`config.mk`:
```
export PLATFORM = sky130hd
export DESIGN_NAME = decode_alu_stage
export DESIGN_NICKNAME = d
export VERILOG_FILES = /design/src/rtl/alu_pkg.sv /design/src/rtl/alu_fun_decode.sv /design/src/rtl/decode_alu_stage.sv
export SDC_FILE = /design/constraint.sdc
export NUM_CORES = 1
export LEC_CHECK = 0
export BUFFER_PORTS_ARGS = -buffer_cell sky130_fd_sc_hd__buf_4
export CAP_MARGIN = 0
export CELL_PAD_IN_SITES_DETAIL_PLACEMENT = 2
export CELL_PAD_IN_SITES_GLOBAL_PLACEMENT = 2
export CORE_MARGIN = 2
export CORE_UTILIZATION = 24
export CTS_CLUSTER_DIAMETER = 150
export DETAILED_ROUTE_END_ITERATION = 10
export GPL_TIMING_DRIVEN = 0
export PLACE_DENSITY_LB_ADDON = 0.12
export SLEW_MARGIN = 20
export SYNTH_ARGS = -nofsm -noshare
export SYNTH_HDL_FRONTEND = slang
export SYNTH_SLANG_ARGS = --single-unit
export TNS_END_PERCENT = 5
```
`constraint.sdc`:
```
create_clock -name clk_i -period 1.96 [get_ports clk_i]
set_clock_uncertainty 0.15 [all_clocks]
set_input_delay 0.588 -clock clk_i [delete_from_list [all_inputs] [get_ports clk_i]]
set_output_delay 0.588 -clock clk_i [all_outputs]
set_load 0.03 [all_outputs]
```
`src/rtl/alu_pkg.sv`:
```
// -----------------------------------------------------------------------------
// alu_pkg
// Shared definitions for the decode/ALU-issue stage:
//   - ALU_FUN_W      : width of the one-hot ALU control vector
//   - alu_bit_e      : bit index of each ALU function inside that vector
//   - OPC_*          : RV32I major opcodes recognised by the decoder
//   - op1_sel_e /
//     op2_sel_e      : operand source selects produced by the decoder
//   - alu_onehot()   : turns a bit index into the one-hot control vector
// -----------------------------------------------------------------------------
package alu_pkg;

    localparam int unsigned ALU_FUN_W = 11;

    typedef enum logic [3:0] {
        ALU_ADD  = 4'd0,
        ALU_SLL  = 4'd1,
        ALU_SLT  = 4'd2,
        ALU_SLTU = 4'd3,
        ALU_XOR  = 4'd4,
        ALU_SRL  = 4'd5,
        ALU_OR   = 4'd6,
        ALU_AND  = 4'd7,
        ALU_SUB  = 4'd8,
        ALU_SRA  = 4'd9,
        ALU_PASS = 4'd10
    } alu_bit_e;

    localparam logic [6:0] OPC_LOAD   = 7'b0000011;
    localparam logic [6:0] OPC_FENCE  = 7'b0001111;
    localparam logic [6:0] OPC_OP_IMM = 7'b0010011;
    localparam logic [6:0] OPC_AUIPC  = 7'b0010111;
    localparam logic [6:0] OPC_STORE  = 7'b0100011;
    localparam logic [6:0] OPC_OP     = 7'b0110011;
    localparam logic [6:0] OPC_LUI    = 7'b0110111;
    localparam logic [6:0] OPC_BRANCH = 7'b1100011;
    localparam logic [6:0] OPC_JALR   = 7'b1100111;
    localparam logic [6:0] OPC_JAL    = 7'b1101111;
    localparam logic [6:0] OPC_SYSTEM = 7'b1110011;

    typedef enum logic [1:0] {
        OP1_RS1 = 2'd0,
        OP1_PC  = 2'd1,
        OP1_IMM = 2'd2
    } op1_sel_e;

    typedef enum logic [1:0] {
        OP2_RS2  = 2'd0,
        OP2_IMM  = 2'd1,
        OP2_ZERO = 2'd2
    } op2_sel_e;

    function automatic logic [ALU_FUN_W-1:0] alu_onehot(input alu_bit_e b);
        return {{(ALU_FUN_W-1){1'b0}}, 1'b1} << b;
    endfunction

endpackage

```
`src/rtl/alu_fun_decode.sv`:
```
// -----------------------------------------------------------------------------
// alu_fun_decode
// Purely combinational RV32I decoder for the ALU issue stage.
// Ports:
//   instr_i    [31:0]          instruction word
//   alu_fun_o  [ALU_FUN_W-1:0] one-hot ALU control (all-zero for non-ALU ops)
//   op1_sel_o                  operand-1 source (rs1 / pc / immediate)
//   op2_sel_o                  operand-2 source (rs2 / immediate / zero)
//   imm_o      [XLEN-1:0]      immediate for the instruction's format
//   rd_we_o                    destination write enable (0 when rd = x0)
//   illegal_o                  unrecognised major opcode
// -----------------------------------------------------------------------------
module alu_fun_decode
    import alu_pkg::*;
#(
    parameter int unsigned XLEN      = 32,
    parameter int unsigned ALU_FUN_W = alu_pkg::ALU_FUN_W
) (
    input  logic [31:0]          instr_i,
    output logic [ALU_FUN_W-1:0] alu_fun_o,
    output op1_sel_e             op1_sel_o,
    output op2_sel_e             op2_sel_o,
    output logic [XLEN-1:0]      imm_o,
    output logic                 rd_we_o,
    output logic                 illegal_o
);

    logic [6:0]      opcode;
    logic [2:0]      funct3;
    logic            funct7_b5;
    logic [4:0]      rd;
    logic [XLEN-1:0] imm_i;
    logic [XLEN-1:0] imm_s;
    logic [XLEN-1:0] imm_u;
    alu_bit_e        f3_fun;
    alu_bit_e        fun_sel;
    logic            fun_en;
    logic            we;

    assign opcode    = instr_i[6:0];
    assign rd        = instr_i[11:7];
    assign funct3    = instr_i[14:12];
    assign funct7_b5 = instr_i[30];

    // Size casts of signed values sign-extend to XLEN.
    assign imm_i = XLEN'($signed(instr_i[31:20]));
    assign imm_s = XLEN'($signed({instr_i[31:25], instr_i[11:7]}));
    assign imm_u = XLEN'($signed({instr_i[31:12], 12'h000}));

    // Base function shared by OP and OP-IMM before the funct7[5] alternates.
    always_comb begin
        f3_fun = ALU_ADD;
        case (funct3)
            3'b000:  f3_fun = ALU_ADD;
            3'b001:  f3_fun = ALU_SLL;
            3'b010:  f3_fun = ALU_SLT;
            3'b011:  f3_fun = ALU_SLTU;
            3'b100:  f3_fun = ALU_XOR;
            3'b101:  f3_fun = ALU_SRL;
            3'b110:  f3_fun = ALU_OR;
            default: f3_fun = ALU_AND;
        endcase
    end

    always_comb begin
        fun_en    = 1'b0;
        fun_sel   = ALU_ADD;
        op1_sel_o = OP1_RS1;
        op2_sel_o = OP2_RS2;
        imm_o     = imm_i;
        we        = 1'b0;
        illegal_o = 1'b0;
        case (opcode)
            OPC_OP: begin
                fun_en  = 1'b1;
                we      = 1'b1;
                fun_sel = f3_fun;
                if (funct7_b5 && funct3 == 3'b000) fun_sel = ALU_SUB;
                if (funct7_b5 && funct3 == 3'b101) fun_sel = ALU_SRA;
            end
            OPC_OP_IMM: begin
                // I-imm[4:0] is the shift amount, so op2[4:0]=shamt for shifts.
                fun_en    = 1'b1;
                we        = 1'b1;
                op2_sel_o = OP2_IMM;
                fun_sel   = f3_fun;
                if (funct7_b5 && funct3 == 3'b101) fun_sel = ALU_SRA;
            end
            OPC_LUI: begin
                fun_en    = 1'b1;
                we        = 1'b1;
                fun_sel   = ALU_PASS;
                op1_sel_o = OP1_IMM;
                op2_sel_o = OP2_ZERO;
                imm_o     = imm_u;
            end
            OPC_AUIPC: begin
                fun_en    = 1'b1;
                we        = 1'b1;
                op1_sel_o = OP1_PC;
                op2_sel_o = OP2_IMM;
                imm_o     = imm_u;
            end
            OPC_LOAD: begin
                fun_en    = 1'b1;
                we        = 1'b1;
                op2_sel_o = OP2_IMM;
            end
            OPC_STORE: begin
                fun_en    = 1'b1;
                op2_sel_o = OP2_IMM;
                imm_o     = imm_s;
            end
            OPC_JAL, OPC_JALR: begin
                we = 1'b1;
            end
            OPC_BRANCH, OPC_FENCE, OPC_SYSTEM: begin
            end
            default: begin
                illegal_o = 1'b1;
            end
        endcase
    end

    assign alu_fun_o = fun_en ? ALU_FUN_W'(alu_onehot(fun_sel)) : '0;
    assign rd_we_o   = we & (rd != 5'd0);

endmodule

```
`src/rtl/decode_alu_stage.sv`:
```
// -----------------------------------------------------------------------------
// decode_alu_stage
// Single-entry decode / ALU-issue pipeline register with valid/ready handshake.
// Ports:
//   clk_i, rst_ni               clock, asynchronous active-low reset
//   valid_i / ready_o           upstream handshake (ready_o = ready_i | ~valid_o)
//   instr_i, pc_i               instruction word and its PC
//   rs1_data_i, rs2_data_i      forwarded register-file read data
//   flush_i                     kills both the held and the incoming instruction
//   valid_o / ready_i           downstream (execute) handshake
//   op1_o, op2_o                registered ALU operands
//   alu_fun_o                   registered one-hot ALU control
//   rd_o, rd_we_o, pc_o         registered destination, write enable, PC
//   illegal_o                   registered illegal-opcode flag
// -----------------------------------------------------------------------------
module decode_alu_stage
    import alu_pkg::*;
#(
    parameter int unsigned XLEN      = 32,
    parameter int unsigned ALU_FUN_W = alu_pkg::ALU_FUN_W
) (
    input  logic                 clk_i,
    input  logic                 rst_ni,
    input  logic                 valid_i,
    output logic                 ready_o,
    input  logic [31:0]          instr_i,
    input  logic [XLEN-1:0]      pc_i,
    input  logic [XLEN-1:0]      rs1_data_i,
    input  logic [XLEN-1:0]      rs2_data_i,
    input  logic                 flush_i,
    output logic                 valid_o,
    input  logic                 ready_i,
    output logic [XLEN-1:0]      op1_o,
    output logic [XLEN-1:0]      op2_o,
    output logic [ALU_FUN_W-1:0] alu_fun_o,
    output logic [4:0]           rd_o,
    output logic                 rd_we_o,
    output logic [XLEN-1:0]      pc_o,
    output logic                 illegal_o
);

    logic [ALU_FUN_W-1:0] dec_fun;
    op1_sel_e             dec_op1_sel;
    op2_sel_e             dec_op2_sel;
    logic [XLEN-1:0]      dec_imm;
    logic                 dec_we;
    logic                 dec_ill;
    logic [XLEN-1:0]      op1_d;
    logic [XLEN-1:0]      op2_d;
    logic                 load;
    logic                 drain;

    alu_fun_decode #(
        .XLEN      (XLEN),
        .ALU_FUN_W (ALU_FUN_W)
    ) u_alu_fun_decode (
        .instr_i   (instr_i),
        .alu_fun_o (dec_fun),
        .op1_sel_o (dec_op1_sel),
        .op2_sel_o (dec_op2_sel),
        .imm_o     (dec_imm),
        .rd_we_o   (dec_we),
        .illegal_o (dec_ill)
    );

    always_comb begin
        op1_d = rs1_data_i;
        case (dec_op1_sel)
            OP1_PC:  op1_d = pc_i;
            OP1_IMM: op1_d = dec_imm;
            default: op1_d = rs1_data_i;
        endcase
    end

    always_comb begin
        op2_d = rs2_data_i;
        case (dec_op2_sel)
            OP2_IMM:  op2_d = dec_imm;
            OP2_ZERO: op2_d = '0;
            default:  op2_d = rs2_data_i;
        endcase
    end

    // Depends only on downstream state, never on valid_i.
    assign ready_o = ready_i | ~valid_o;
    assign load    = valid_i & ready_o & ~flush_i;
    assign drain   = valid_o & ready_i;

    // Control fields: cleared whenever the stage is empty so alu_fun_o is
    // all-zero while valid_o=0. Flush outranks load and drain.
    always_ff @(posedge clk_i or negedge rst_ni) begin
        if (!rst_ni) begin
            valid_o   <= 1'b0;
            alu_fun_o <= '0;
            rd_we_o   <= 1'b0;
            illegal_o <= 1'b0;
        end else if (flush_i) begin
            valid_o   <= 1'b0;
            alu_fun_o <= '0;
            rd_we_o   <= 1'b0;
            illegal_o <= 1'b0;
        end else if (load) begin
            valid_o   <= 1'b1;
            alu_fun_o <= dec_fun;
            rd_we_o   <= dec_we;
            illegal_o <= dec_ill;
        end else if (drain) begin
            valid_o   <= 1'b0;
            alu_fun_o <= '0;
            rd_we_o   <= 1'b0;
            illegal_o <= 1'b0;
        end
    end

    // Payload fields only move on a load; otherwise they hold.
    always_ff @(posedge clk_i or negedge rst_ni) begin
        if (!rst_ni) begin
            op1_o <= '0;
            op2_o <= '0;
            pc_o  <= '0;
            rd_o  <= '0;
        end else if (load) begin
            op1_o <= op1_d;
            op2_o <= op2_d;
            pc_o  <= pc_i;
            rd_o  <= instr_i[11:7];
        end
    end

endmodule

```
-- After elaboration in Yosys (flattened, before gate mapping)
Cells that the tools add are included.
W data, S select, Z words.
- bitwise logic cells: 7
- reductions and logical operators: 10
- multiplexer cells: 24
- eq/ne operators: 21
- shifts and indexed selects: 1
- operators with widths (kind ; count):
    $pmux W32 S2 ; 2
    $pmux W31 S2 ; 1
    $mux W11 ; 4
    $eq A7 B7 Y1 const B ; 4
    $eq A7 B6 Y1 const B ; 3
    $pmux W3 S7 ; 1
    $eq A7 B5 Y1 const B ; 2
    $mux W4 ; 3
    $pmux W4 S3 ; 1
    $reduce_or A11 Y1 ; 1
    $shl A1 B4 Y11 const A ; 1
    $mux W1 ; 10
    $eq A3 B3 Y1 const B ; 3
    $pmux W2 S2 ; 2
    $eq A7 B2 Y1 const B ; 1
    $eq A7 B4 Y1 const B ; 1
    $reduce_or A7 Y1 ; 1
    $eq A3 B2 Y1 const B ; 2
    $reduce_or A6 Y1 ; 1
    $reduce_bool A5 Y1 ; 1
    $and A1 B1 Y1 ; 4
    $eq A2 B1 Y1 const B ; 2
    $eq A2 B2 Y1 const B ; 2
    $reduce_or A4 Y1 ; 1
    other kinds (7) ; 9
- logic and storage cells: 71
- register bits after elaboration: 115
- input port bits: 133

-- Depth between registers and ports, before layout
- depth in word-level cells: 9
- gate-level depth with buffers: 11
- depth with buffers taken out: 9

-- Cells and area by module
From an unflattened synthesis, not the netlist that was laid out.
- cell total of the unflattened synthesis: 562
- area, all modules: 5998.3 sq um
- by module, submodules not included (module ; cells an instance ; area each (sq um) ; seq. area each (sq um) ; instances):
    decode_alu_stage ; 470 ; 5376.4 ; 2877.8 ; 1
    alu_fun_decode ; 92 ; 621.8 ; 0.0 ; 1

-- Worst setup path before layout
OpenSTA, ideal clock, no wires.
- kind: input to register
- start point: input instr_i[3]
- end point: register op2_o[14]
- library setup time: 0.071 ns
- cell stages on the path: 10
- arrival time: 2.584 ns
- path slack: -0.845 ns
- required time: 1.739 ns
- path through: nand3b_1 -> or3_1 -> a21oi_1 -> ha_1 -> clkbuf_1 -> nand2b_1 -> nor3_1 -> nand3_1 -> buf_2 -> nand4_1
- longest elaborated chain between the ends: 5
- ends and longest elaborated chain (item ; RTL line ; source):
    from (decl) ; decode_alu_stage.sv:26 ; input logic [31:0] instr_i,
    $eq A7 B6 Y1 (tied with other cells) ; alu_fun_decode.sv:73 ; case (opcode)
    $reduce_or A4 Y1 (no source line) ; n/a ;
    $pmux W2 S2 ; alu_fun_decode.sv:73 ;
    $eq A2 B2 Y1 / $eq A2 B1 Y1 (equally long branches) ; decode_alu_stage.sv:77 ; case (dec_op2_sel)
    $pmux W32 S2 * ; decode_alu_stage.sv:77 ;
    to (signal assigned) ; decode_alu_stage.sv:124 ; op2_o <= op2_d;
    to (decl) ; decode_alu_stage.sv:34 ; output logic [XLEN-1:0] op2_o,
Mark *: on every way between the ends. The rest lies on a longest branch, timed or not.
A chain may end at the register's enable or synchronous reset.

-- Worst setup path in the final report
- start point: input instr_i[3]
- end point: register op2_o[15]
Same word-level chain as after synthesis.

==> run summary <==
Of the total synthesized cell area, the portion taken by AND, OR, NAND and NOR gates is 22.7%. Along the worst path, the maximum fanout reaches 5. In this run the worst hold path is classified as input port to flop. The later pin in the worst-skew pair is clocked with a latency of 0.42 ns. On the final layout, the worst hold slack is 0.210 ns. The detailed router finished its first iteration with 272 violations. The clock sink count is 115, and the worst supply voltage drop on vdd is 0.000389 V. The first detailed-routing pass took 4 iterations. For the area of the core region, the log shows 24200 sq um. The final setup violation count is 67, and the delay contributed by the slowest stage of the critical path is 0.39 ns. The number of enable-type register cells in the synthesized netlist was 0. The logs give 5.38 mW for the internal power and 0 for the final routed DRC violation total.

The gate family responsible for the most delay along the worst path is simple AND/OR/NAND/NOR gates. After layout, the worst path uses 120% of the clock period. The all-layer global routing usage is 23.1%, and the number of routed nets with antenna violations is 0. Achievable frequency: 425 MHz.

The relative max-transition margin was 53.9%. STA puts the critical path data required time at 2.17 ns. The critical path runs through a total of 11 cells. For this block, the via count after detailed routing is 6370. Setup repair after global routing could not meet its margin everywhere. The slew at the pin closest to its max-slew limit came out at 0.685 ns. Type of the worst setup path: input port to flop. For the sequential fraction of the synthesis area, the log shows 48.8%. The floorplan step defined a die boundary enclosing 25800 sq um. Summed over all cells, the static leakage comes to 4.39 nW. For the final worst-path setup slack, the log shows -0.395 ns.

The final routed wire length divided by cell count is 23.2 um, and the worst slack after detailed placement is -1.72 ns. TritonCTS built the clock tree. The count of endpoints failing hold in the final timing report came out at 0.

For this design the total switching power over the nets is 2.99 mW. The Yosys step of the flow raised 0 warnings. Combinational cells account for 28.0% of the total power. Entering global routing, the biggest net connects 80 pins.

Once placement finished, the instance area stood at 8230 sq um. Sequential cells burn 34.6% of the power. The finished cells cover 9560 sq um. After clock tree synthesis, the clock-pin slew on the worst setup and hold paths is 0.07 ns.

The critical path goes through buf_8 > nand3b_1 > or3_4 > a21oi_2 > ha_1 > nand2b_4 > buf_6 > nor3_4 > nand3_4 > clkbuf_16 > nand4_1. Summing the areas of all compound-gate instances in the mapped netlist gives 20.6% of the synthesized area. The startpoint class of the critical path was an input port. The average vias per placed instance was 4.93. Dividing total power by cell area gives a power density of 875 nW/um^2. Compared with the post-synthesis result, the final layout area differs by 62.0%. The global-route wire length before repair was 45000 um. At the end of routability-driven placement, the weighted congestion stood at 0.772. The slowest stage of the critical path belongs to the cell sky130_fd_sc_hd__or3_4.

The checks that failed: setup timing. The portion of synthesized area spent on multiplexers is 2.21%. In the synthesized netlist the dominant register cell turns out to be sky130_fd_sc_hd__dfrtp_1. The cell sitting at the root of the clock tree is a sky130_fd_sc_hd__clkbuf_16. Net switching is 35.7% of the power. The clock passes through at most 2 buffers. The count of input and output buffers came out at 245.

The endpoint class of the critical path was a flop. Fill cell instance count of the final layout: 2689. The run gives 249 as the number of placed I/O pins. From bottom edge to top edge, the die measures 161 um.

The instance count along the most critical hold path is 3, and the overall overflow remaining after global route is 0. The tools report the share of the core filled with cells in the final layout as 39.4%. The length in cells of the worst reg-to-reg path was 6. The logs give 1242 for the cell count after placement and 24.3% for the starting utilization of the core area. The initial antenna violation count came out at 1.

The total number of placement rows was 57; the flip-flop and latch count after synthesis was 115. For the final routed database, the setup TNS stands at -17.93 ns. The async set-reset flop share out of synthesis works out to 100%. The H-tree generated during clock tree synthesis spans 4 levels. The net count after synthesis came out at 809. The flow ran to the end, but the final reports show violations.

The share of layout cells above drive strength 1 is 42.4%. The power after layout is 8.36 mW, and the mean post-synth cell area is 8.78 sq um. The number of buffers and inverters on the critical path is 3. Total CTS buffers: 17.

The sequential cells in the finished layout cover a total of 2880 sq um. STA puts the critical path data arrival time at 2.57 ns. The unique cell type count in the Yosys netlist was 51; the number of global-route vias before repair was 7103. Leaving out filler cells and counting taps, the final layout contains 1293.

The width of the die is 161 um, and the area share of xor/xnor cells in the synthesized design is 0%. The half-perimeter wire length after placement is 22300 um, and the area of the mapped netlist is 5900 sq um. The adder-cell share of the synthesized area works out to 0.849%. The clock network accounts for 37.4% of the total power.

The tools report the number of slew-limit violations in the final report as 0. The tool flagged a number of max-cap violations equal to 0. Subtracting the final worst setup slack from the clock period gives 2.36 ns.

The instance count of the mapped netlist is 672, and the multi-input combinational cell area is 3110 sq um. The logs give 1092 for the number of nets at the end of the flow and 29900 um for the final wirelength. By area, the combinational part of the netlist is dominated by simple AND/OR/NAND/NOR gates.
path summary, 6_finish.rpt:
kind                                     startpoint                    end  slack (ns)
worst max-delay path                     instr_i[3]  op2_o[15]$_DFFE_PN0P_       -0.40
worst min-delay path                       pc_i[25]   pc_o[25]$_DFFE_PN0P_        0.21
worst max register to register  valid_o$_DFFE_PN0P_  op2_o[12]$_DFFE_PN0P_       -0.14
worst min register to register  pc_o[7]$_DFFE_PN0P_    pc_o[7]$_DFFE_PN0P_        0.32
max in group asynchronous                    rst_ni    pc_o[6]$_DFFE_PN0P_        0.44
min in group asynchronous                    rst_ni    rd_o[4]$_DFFE_PN0P_        0.48
per-layer routing:
| layer | track usage, % | wire, um | up-vias |
|---|---|---|---|
| li1 | - | - | 2978 |
| met1 | 30.1 | 13300 | 3184 |
| met2 | 38.6 | 14600 | 179 |
| met3 | 5.14 | 1630 | 29 |
| met4 | 6.66 | 456 | 0 |
| met5 | 0 | 0 | - |
cells in the mapped netlist, types with 5 or more instances:
cell type | n | area share, %
sky130_fd_sc_hd__inv_1 | 10 | 0.64
sky130_fd_sc_hd__a22oi_1 | 14 | 1.8
sky130_fd_sc_hd__clkbuf_1 | 38 | 2.4
sky130_fd_sc_hd__nor4_1 | 7 | 0.74
sky130_fd_sc_hd__a21oi_1 | 29 | 2.5
sky130_fd_sc_hd__mux2i_1 | 13 | 2.2
sky130_fd_sc_hd__a31oi_1 | 5 | 0.53
sky130_fd_sc_hd__buf_1 | 5 | 0.32
sky130_fd_sc_hd__nand4_1 | 19 | 2.0
sky130_fd_sc_hd__nor2_1 | 29 | 1.8
sky130_fd_sc_hd__nor2b_1 | 13 | 1.4
sky130_fd_sc_hd__buf_2 | 9 | 0.76
sky130_fd_sc_hd__a221oi_1 | 12 | 1.8
sky130_fd_sc_hd__or3_1 | 7 | 0.74
sky130_fd_sc_hd__dfrtp_1 | 115 | 49
sky130_fd_sc_hd__a211oi_1 | 6 | 0.76
sky130_fd_sc_hd__a22o_1 | 14 | 2.1
sky130_fd_sc_hd__a32o_1 | 7 | 1.2
sky130_fd_sc_hd__or2_2 | 7 | 0.74
sky130_fd_sc_hd__nand2_1 | 158 | 10
sky130_fd_sc_hd__a32oi_1 | 6 | 0.89
sky130_fd_sc_hd__o22ai_1 | 21 | 2.2
sky130_fd_sc_hd__nand2b_1 | 6 | 0.64
sky130_fd_sc_hd__o21ai_0 | 40 | 3.4
sky130_fd_sc_hd__o21ai_1 | 15 | 1.3
sky130_fd_sc_hd__nand3_1 | 23 | 2.0
sky130_fd_sc_hd__nor3_1 | 8 | 0.68
timing repair:
item                                    4_1_cts  5_1_grt
gates cloned                                  3        2
setup buffers                                13        2
pin swaps                                    21       14
hold buffers                                  1        0
hold endpoints to repair                     36        0
endpoints found under the setup margin      115      107
resized for setup                           132       30
worst min-delay path, cell delays in order:
cell and delay (ns):
sky130_fd_sc_hd__buf_4 0.09, sky130_fd_sc_hd__nand2_1 0.04, sky130_fd_sc_hd__nand2_1 0.04
registers in the layout, summed over array words and instances, names as in the netlist:
signal / flops
rd_o: 5
pc_o: 32
rd_we_o: 1
op2_o: 32
illegal_o: 1
valid_o: 1
op1_o: 32
alu_fun_o: 11
area by class of cell:
type                       instances  share of cell area (%)
inverter                          12                   0.563
clock inverter                    15                    1.53
sequential                       115                    30.1
multi-input combinational        490                    32.6
tap                              324                    4.24
antenna                            1                  0.0262
timing repair buffer             267                    21.8
clock buffer                      17                    4.45
buffer                            52                    4.71
cell usage in the layout, fill, tap and decap left out, drive strengths merged, types with 2 or more instances in the layout:
cell type    n
o22ai       22
or3          7
nand4       19
clkbuf      52
mux2i       13
nand3       23
a32oi        6
a32o         7
a221oi      12
o41ai        5
a22oi       14
clkinvlp     3
nand2      159
nor2        29
nand2b       6
nor2b       13
a21oi       29
o21ai       56
buf        283
ha           4
inv         18
a211oi       6
nand4b       2
dfrtp      115
nor3         8
o21a         2
nor4         8
and2         2
a22o        14
a31oi        5
nand3b       2
clkinv       5
or2          8
power groups by stage:
| stage | clock [mW] | combinational [mW] | sequential [mW] |
|---|---|---|---|
| final | 3.13 | 2.34 | 2.89 |
| after global routing | 3.28 | 2.51 | 2.94 |
| after CTS | 3.18 | 2.35 | 2.90 |
| after detailed placement | 0 | 2.28 | 2.93 |
| after global placement | 0 | 2.24 | 2.93 |
| after floorplan | 0 | 0.512 | 3.56 |
kinds of logic (layout without fill, tap and decap cells):
kind of cell | after synthesis | count (layout)
and+or+nand+nor | 291 | 291
AOI/OAI and AO/OA | 182 | 182
other | 0 | 1
muxes | 13 | 13
adders and majority gates | 4 | 4
buffers and inverters | 67 | 363
DFF | 115 | 115
Note: power is estimated with default switching activity, not from simulation.
